===== src/rtl/tlul_xbar_1ton.sv =====
// -----------------------------------------------------------------------------
// tlul_xbar_1ton
//   One-master to NUM_SLAVES-slave TileLink-UL style crossbar with a single
//   outstanding transaction. The master A request is captured in IDLE and
//   decoded on address bits [ADDR_WIDTH-1:REGION_LSB]:
//     - a field value i < NUM_SLAVES selects slave i
//     - any other value is unmapped and gets a denied response from the
//       crossbar itself
//   The captured payload is broadcast on s_a_* and held stable until the
//   next capture. The D channel of the selected slave passes through
//   combinationally to the master.
//
//   States: IDLE -> REQ -> RESP -> IDLE        (mapped)
//           IDLE -> ERR -> IDLE                (unmapped)
//
// Ports
//   clk_24, rst_n          clock, asynchronous active-low reset
//   m_a_*                  master A channel (valid/ready + payload)
//   m_d_*                  master D channel (valid/ready + payload)
//   s_a_valid/s_a_ready    per-slave A handshake, bit i = slave i
//   s_a_*                  registered A payload, shared by all slaves
//   s_d_valid/s_d_ready    per-slave D handshake, bit i = slave i
//   s_d_*                  per-slave D payload, flattened, slave i at [i*W +: W]
//   busy                   high whenever the FSM is not IDLE
//   err_count              saturating count of unmapped requests
//
// Configuration
//   TLUL_XBAR_ERR_CNT_EN   defined: err_count counts ERR entries (saturates
//                          at 255). Undefined: no counter, err_count is 0.
// -----------------------------------------------------------------------------
module tlul_xbar_1ton #(
  parameter int ADDR_WIDTH   = 32,
  parameter int DATA_WIDTH   = 32,
  parameter int MASK_WIDTH   = DATA_WIDTH / 8,
  parameter int SIZE_WIDTH   = 3,
  parameter int OPCODE_WIDTH = 3,
  parameter int NUM_SLAVES   = 4,
  parameter int REGION_LSB   = 12
) (
  input  logic                             clk_24,
  input  logic                             rst_n,

  input  logic                             m_a_valid,
  output logic                             m_a_ready,
  input  logic [OPCODE_WIDTH-1:0]          m_a_opcode,
  input  logic [SIZE_WIDTH-1:0]            m_a_size,
  input  logic [ADDR_WIDTH-1:0]            m_a_address,
  input  logic [MASK_WIDTH-1:0]            m_a_mask,
  input  logic [DATA_WIDTH-1:0]            m_a_data,

  output logic                             m_d_valid,
  input  logic                             m_d_ready,
  output logic [OPCODE_WIDTH-1:0]          m_d_opcode,
  output logic [SIZE_WIDTH-1:0]            m_d_size,
  output logic [DATA_WIDTH-1:0]            m_d_data,
  output logic                             m_d_denied,

  output logic [NUM_SLAVES-1:0]            s_a_valid,
  input  logic [NUM_SLAVES-1:0]            s_a_ready,
  output logic [OPCODE_WIDTH-1:0]          s_a_opcode,
  output logic [SIZE_WIDTH-1:0]            s_a_size,
  output logic [ADDR_WIDTH-1:0]            s_a_address,
  output logic [MASK_WIDTH-1:0]            s_a_mask,
  output logic [DATA_WIDTH-1:0]            s_a_data,

  input  logic [NUM_SLAVES-1:0]            s_d_valid,
  output logic [NUM_SLAVES-1:0]            s_d_ready,
  input  logic [NUM_SLAVES*OPCODE_WIDTH-1:0] s_d_opcode,
  input  logic [NUM_SLAVES*SIZE_WIDTH-1:0] s_d_size,
  input  logic [NUM_SLAVES*DATA_WIDTH-1:0] s_d_data,
  input  logic [NUM_SLAVES-1:0]            s_d_denied,

  output logic                             busy,
  output logic [7:0]                       err_count
);

  localparam int FIELD_W = ADDR_WIDTH - REGION_LSB;
  localparam int SEL_W   = (NUM_SLAVES > 1) ? $clog2(NUM_SLAVES) : 1;

  localparam logic [OPCODE_WIDTH-1:0] OP_GET          = OPCODE_WIDTH'(4);
  localparam logic [OPCODE_WIDTH-1:0] OP_ACK          = OPCODE_WIDTH'(0);
  localparam logic [OPCODE_WIDTH-1:0] OP_ACK_DATA     = OPCODE_WIDTH'(1);

  typedef enum logic [1:0] {
    ST_IDLE,
    ST_REQ,
    ST_RESP,
    ST_ERR
  } state_e;

  state_e                  state_q, state_d;
  logic [SEL_W-1:0]        sel_q;
  logic [OPCODE_WIDTH-1:0] opcode_q;
  logic [SIZE_WIDTH-1:0]   size_q;
  logic [ADDR_WIDTH-1:0]   address_q;
  logic [MASK_WIDTH-1:0]   mask_q;
  logic [DATA_WIDTH-1:0]   data_q;

  logic                    dec_hit;
  logic [SEL_W-1:0]        dec_idx;
  logic                    a_fire;

  // Address decode: compare the region field against each slave index so
  // that field values at or above NUM_SLAVES fall out as unmapped.
  always_comb begin
    // NOTE: every variable gets a default before any conditional assignment;
    // a path that leaves one unassigned would infer a latch.
    dec_hit = 1'b0;
    dec_idx = '0;
    for (int i = 0; i < NUM_SLAVES; i++) begin
      if (m_a_address[ADDR_WIDTH-1:REGION_LSB] == FIELD_W'(i)) begin
        dec_hit = 1'b1;
        dec_idx = SEL_W'(i);
      end
    end
  end

  // m_a_ready is high exactly in IDLE, so the handshake is valid-in-IDLE.
  assign a_fire = m_a_valid && (state_q == ST_IDLE);

  always_ff @(posedge clk_24 or negedge rst_n) begin
    // NOTE: the captured payload and select are plain flops, so they are
    // reset to zero along with the state; the reset value is visible on s_a_*.
    if (!rst_n) begin
      state_q   <= ST_IDLE;
      sel_q     <= '0;
      opcode_q  <= '0;
      size_q    <= '0;
      address_q <= '0;
      mask_q    <= '0;
      data_q    <= '0;
    end else begin
      // NOTE: non-blocking assignments for all state so every flop samples
      // the pre-edge values regardless of statement order.
      state_q <= state_d;
      if (a_fire) begin
        sel_q     <= dec_idx;
        opcode_q  <= m_a_opcode;
        size_q    <= m_a_size;
        address_q <= m_a_address;
        mask_q    <= m_a_mask;
        data_q    <= m_a_data;
      end
    end
  end

  assign s_a_opcode  = opcode_q;
  assign s_a_size    = size_q;
  assign s_a_address = address_q;
  assign s_a_mask    = mask_q;
  assign s_a_data    = data_q;
  assign busy        = (state_q != ST_IDLE);

  // Next state and all handshake / D-channel outputs.
  always_comb begin
    state_d    = state_q;
    m_a_ready  = 1'b0;
    s_a_valid  = '0;
    s_d_ready  = '0;
    m_d_valid  = 1'b0;
    m_d_opcode = '0;
    m_d_size   = '0;
    m_d_data   = '0;
    m_d_denied = 1'b0;

    unique case (state_q)
      ST_IDLE: begin
        m_a_ready = 1'b1;
        if (m_a_valid) state_d = dec_hit ? ST_REQ : ST_ERR;
      end

      ST_REQ: begin
        for (int i = 0; i < NUM_SLAVES; i++) begin
          if (sel_q == SEL_W'(i)) begin
            s_a_valid[i] = 1'b1;
            if (s_a_ready[i]) state_d = ST_RESP;
          end
        end
      end

      // Only the selected slave's D channel is visible; the others see
      // s_d_ready low and their s_d_valid is ignored.
      ST_RESP: begin
        for (int i = 0; i < NUM_SLAVES; i++) begin
          if (sel_q == SEL_W'(i)) begin
            m_d_valid    = s_d_valid[i];
            m_d_opcode   = s_d_opcode[i*OPCODE_WIDTH +: OPCODE_WIDTH];
            m_d_size     = s_d_size[i*SIZE_WIDTH +: SIZE_WIDTH];
            m_d_data     = s_d_data[i*DATA_WIDTH +: DATA_WIDTH];
            m_d_denied   = s_d_denied[i];
            s_d_ready[i] = m_d_ready;
            if (s_d_valid[i] && m_d_ready) state_d = ST_IDLE;
          end
        end
      end

      // Crossbar-generated denied response; a Get still expects data.
      ST_ERR: begin
        m_d_valid  = 1'b1;
        m_d_denied = 1'b1;
        m_d_size   = size_q;
        m_d_opcode = (opcode_q == OP_GET) ? OP_ACK_DATA : OP_ACK;
        if (m_d_ready) state_d = ST_IDLE;
      end

      default: state_d = ST_IDLE;
    endcase
  end

`ifdef TLUL_XBAR_ERR_CNT_EN
  logic [7:0] err_count_q;

  // Counts entries into ERR, i.e. accepted unmapped requests; sticks at 255.
  always_ff @(posedge clk_24 or negedge rst_n) begin
    if (!rst_n) begin
      err_count_q <= 8'd0;
    end else if (a_fire && !dec_hit && (err_count_q != 8'hFF)) begin
      err_count_q <= err_count_q + 8'd1;
    end
  end

  assign err_count = err_count_q;
`else
  assign err_count = 8'd0;
`endif

endmodule


===== config.mk =====
export PLATFORM = sky130hd
export DESIGN_NAME = tlul_xbar_1ton
export DESIGN_NICKNAME = d
export VERILOG_FILES = /design/src/rtl/tlul_xbar_1ton.sv
export SDC_FILE = /design/constraint.sdc
export NUM_CORES = 1
export LEC_CHECK = 0
export BUFFER_PORTS_ARGS = -buffer_cell sky130_fd_sc_hd__buf_2
export CORE_AREA = 10 10 138 140
export CTS_CLUSTER_SIZE = 8
export DETAILED_ROUTE_END_ITERATION = 10
export DIE_AREA = 0 0 148 150
export PLACE_DENSITY_LB_ADDON = 0.1
export SYNTH_ARGS = -nofsm -noshare
export SYNTH_HDL_FRONTEND = slang
export SYNTH_SLANG_ARGS = --single-unit
export TNS_END_PERCENT = 100

===== constraint.sdc =====
create_clock -name clk_24 -period 3.56 [get_ports clk_24]
set_input_delay 0.712 -clock clk_24 [delete_from_list [all_inputs] [get_ports clk_24]]
set_output_delay 0.712 -clock clk_24 [all_outputs]
set_load 0.01 [all_outputs]

==> results.md <==
* Post-Layout Cell Count at approximately 1000
* Vias in the first global route at about 5000
* TritonCTS buffer count at 9
* Worst slew margin at 0.332
* TritonRoute pass-1 iters at 4
* Synth Flop Type: dfrtp_1
* DP Cell Count at 1022
* RSZ-0062 raised after global routing: false
* Final routed DRC violation total at 0
* Htree depth at 3
* Cell Rows at 47
* Min-delay worst type: register to register
* CORE AREA at 16300 um^2
* Remaining global-route overflow at 0
* Most common cell after layout, fill and taps aside: buf_2
* Fmax at 0.344 GHz
* Area growth from synthesis to layout at 52.2%
* Setup TNS at 0 ps
* Clk_lat worst skew at around 330 ps
* Max clock buf depth at 2
* First-pass GRT wire length at ~30 mm
* Crit path largest cell delay at 650 ps
* Crit-path max FO at 32
* Synth top area share at 0.440
* Worst-path clk slew at 60 ps
* Syn_area_per_cell at approximately 9.6 um^2
* Final Worst Setup Slack at between 600 and 700 ps
* CTS resizes at 0
* DIE WIDTH at between 100 and 150 um
* Max_cap viols at 0
* Critical-path cell list: buf_12, mux4_2, mux2i_1, nor2b_1, buf_2
* Static Leakage at 3.70 nW
* Synth area leader: dfrtp_1
* Async SR Flop Fraction at 1.00
* Pwr Density at 660 nW/um^2
* DRT iter0 DRCs at about 150
* Vias per cell at ~4.5
* Design Area, Final at 6750 um^2
* Die area at ~22000 um^2
* Worst EP arrival at approximately 2200 ps
* CTS Sinks at about 80
* Outcome: complete, no violations
* CTS Root Cell: clkbuf_16
* Wire per inst at between 15 and 20 um
* Chip height at 150 um
* Final Skew at 6.15 ps
* Placed inst area at ~6400 um^2
* Seq/Total Area, Yosys at 0.440
* Final Slew Violations at 0
* Multi-input logic area at ~2300 um^2
* Worst setup EP type: output port
* EDFF count, synth at 0
* Tcrit/Tclk final at 0.816
* # setup viols final at 0
* Nets at ~1100
* Least-Margin Pin Slew at 1000 ps
* Yosys warning total at 0
* Via count at between 4000 and 5000
* Post-detail-place hpwl at between 15 and 20 mm
* Initial core utilization at 0.271
* Yosys reg bits at ~80
* Final hold vios at 0
* Worst path required time at about 2900 ps
* Final hold slack at 464 ps
* Yosys cell types at 29
* Peak VDD IR at between 0.2 and 0.3 mV
* CP delay by family, top: multiplexers
* Cells after Synth at approximately 460
* Commonest cells after routing, fill and taps aside: buf_2, nand2_1, dfrtp_1
* Crit path time final at between 2000 and 3000 ps
* Gpl congestion at 0.930
* Ports at approximately 370
* Synth area leaders: dfrtp_1, mux4_2, nand2_1
* Largest net degree at the start of global routing at a little under 80
* CTS tree: yes
* Filler cells at around 1800
* # hold bufs at CTS at 0
* Global Route Usage Sum at 0.172
* Final core utilization at 0.413
* Crit path buffers/inverters at 2
* Slowest CP cell: dfrtp_2
* Initial antenna violation count at 10
* Kind of critical path: register to output port
* Syn Std Cell Area at 4430 um^2
* Register Area at between 1500 and 2000 um^2
* Setup WS pre-CTS at 972 ps
* Antenna Nets Post-Route at 0
* Pwr Total at around 4.5 mW
* CP startpoint kind: register
* Layout cell share with drive strength beyond 1 at 0.529
* IO Port Bufs at ~370
* Final wirelength at between 20 and 25 mm
* Setup bufs post-CTS at 0
[cell families after synthesis]
family	Yosys count	synth area share
other	1	0.000846
and+or+nand+nor	289	0.277
AOI/OAI and AO/OA	10	0.0152
DFF	78	0.440
buffers and inverters	41	0.0494
muxes	45	0.217
[final timing paths]
kind | start | to | slack (ps) | cells after the start
worst max-delay path | sel_q[0] | m_d_size[0] | 660 | 5
worst min-delay path | s_a_address[14] | s_a_address[14] | 460 | 2
worst max register to register | state_q[0] | s_a_address[2] | 1460 | 5
worst min register to register | s_a_address[14] | s_a_address[14] | 460 | 2
max in group asynchronous | rst_n | sel_q[0] | 2330 | 1
min in group asynchronous | rst_n | s_a_mask[0] | 550 | 1
[cell type report]
class	instances	share of cell area
inverter	2	0.00111
antenna	9	0.00334
multi-input combinational	352	0.340
sequential	78	0.290
clock inverter	4	0.00705
tap	220	0.0408
clock buffer	11	0.0360
timing repair buffer	370	0.282
[cell usage after synthesis (2+ instances only)]
cell type	instances
clkbuf_1	11
a21oi_1	2
buf_4	11
nor3_1	2
mux4_2	41
inv_1	2
o21ai_1	2
o21a_1	2
nor4_1	3
nand2_1	227
nor2_1	9
buf_2	13
mux2i_1	4
nor2b_1	38
dfrtp_1	78
nand2b_1	4
buf_1	3
[power breakdown]
part	leakage (nW)	internal [mW]	switching, mW
sequential	0.969	1.29	0.247
combinational	2.59	0.812	1.19
clock	0.141	0.556	0.349
total	3.70	2.66	1.79
[sequential cells by signal, summed over array words and instances (netlist names)]
name and count:
s_a_address 32, s_a_data 32, s_a_mask 4, s_a_opcode 3
s_a_size 3, sel_q 2, state_q 2
[per-layer routing]
| metal | wire length [um] | vias up | part of all wire | global-route usage |
|---|---|---|---|---|
| met5 | 13 | - | 0.00064 | 0 |
| met2 | 10500 | 234 | 0.52 | 0.303 |
| met3 | 1980 | 37 | 0.098 | 0.0818 |
| li1 | - | 2216 | - | - |
| met4 | 544 | 2 | 0.027 | 0.0753 |
| met1 | 7180 | 2194 | 0.35 | 0.170 |
[worst reg2reg max path, stage by stage (launching register included)]
cell	delay [ps]
dfrtp_1	550
nor2_1	340
and2_2	720
buf_12	290
nand2_1	90
nand2_1	60
Power figures use the tool's default switching activity.
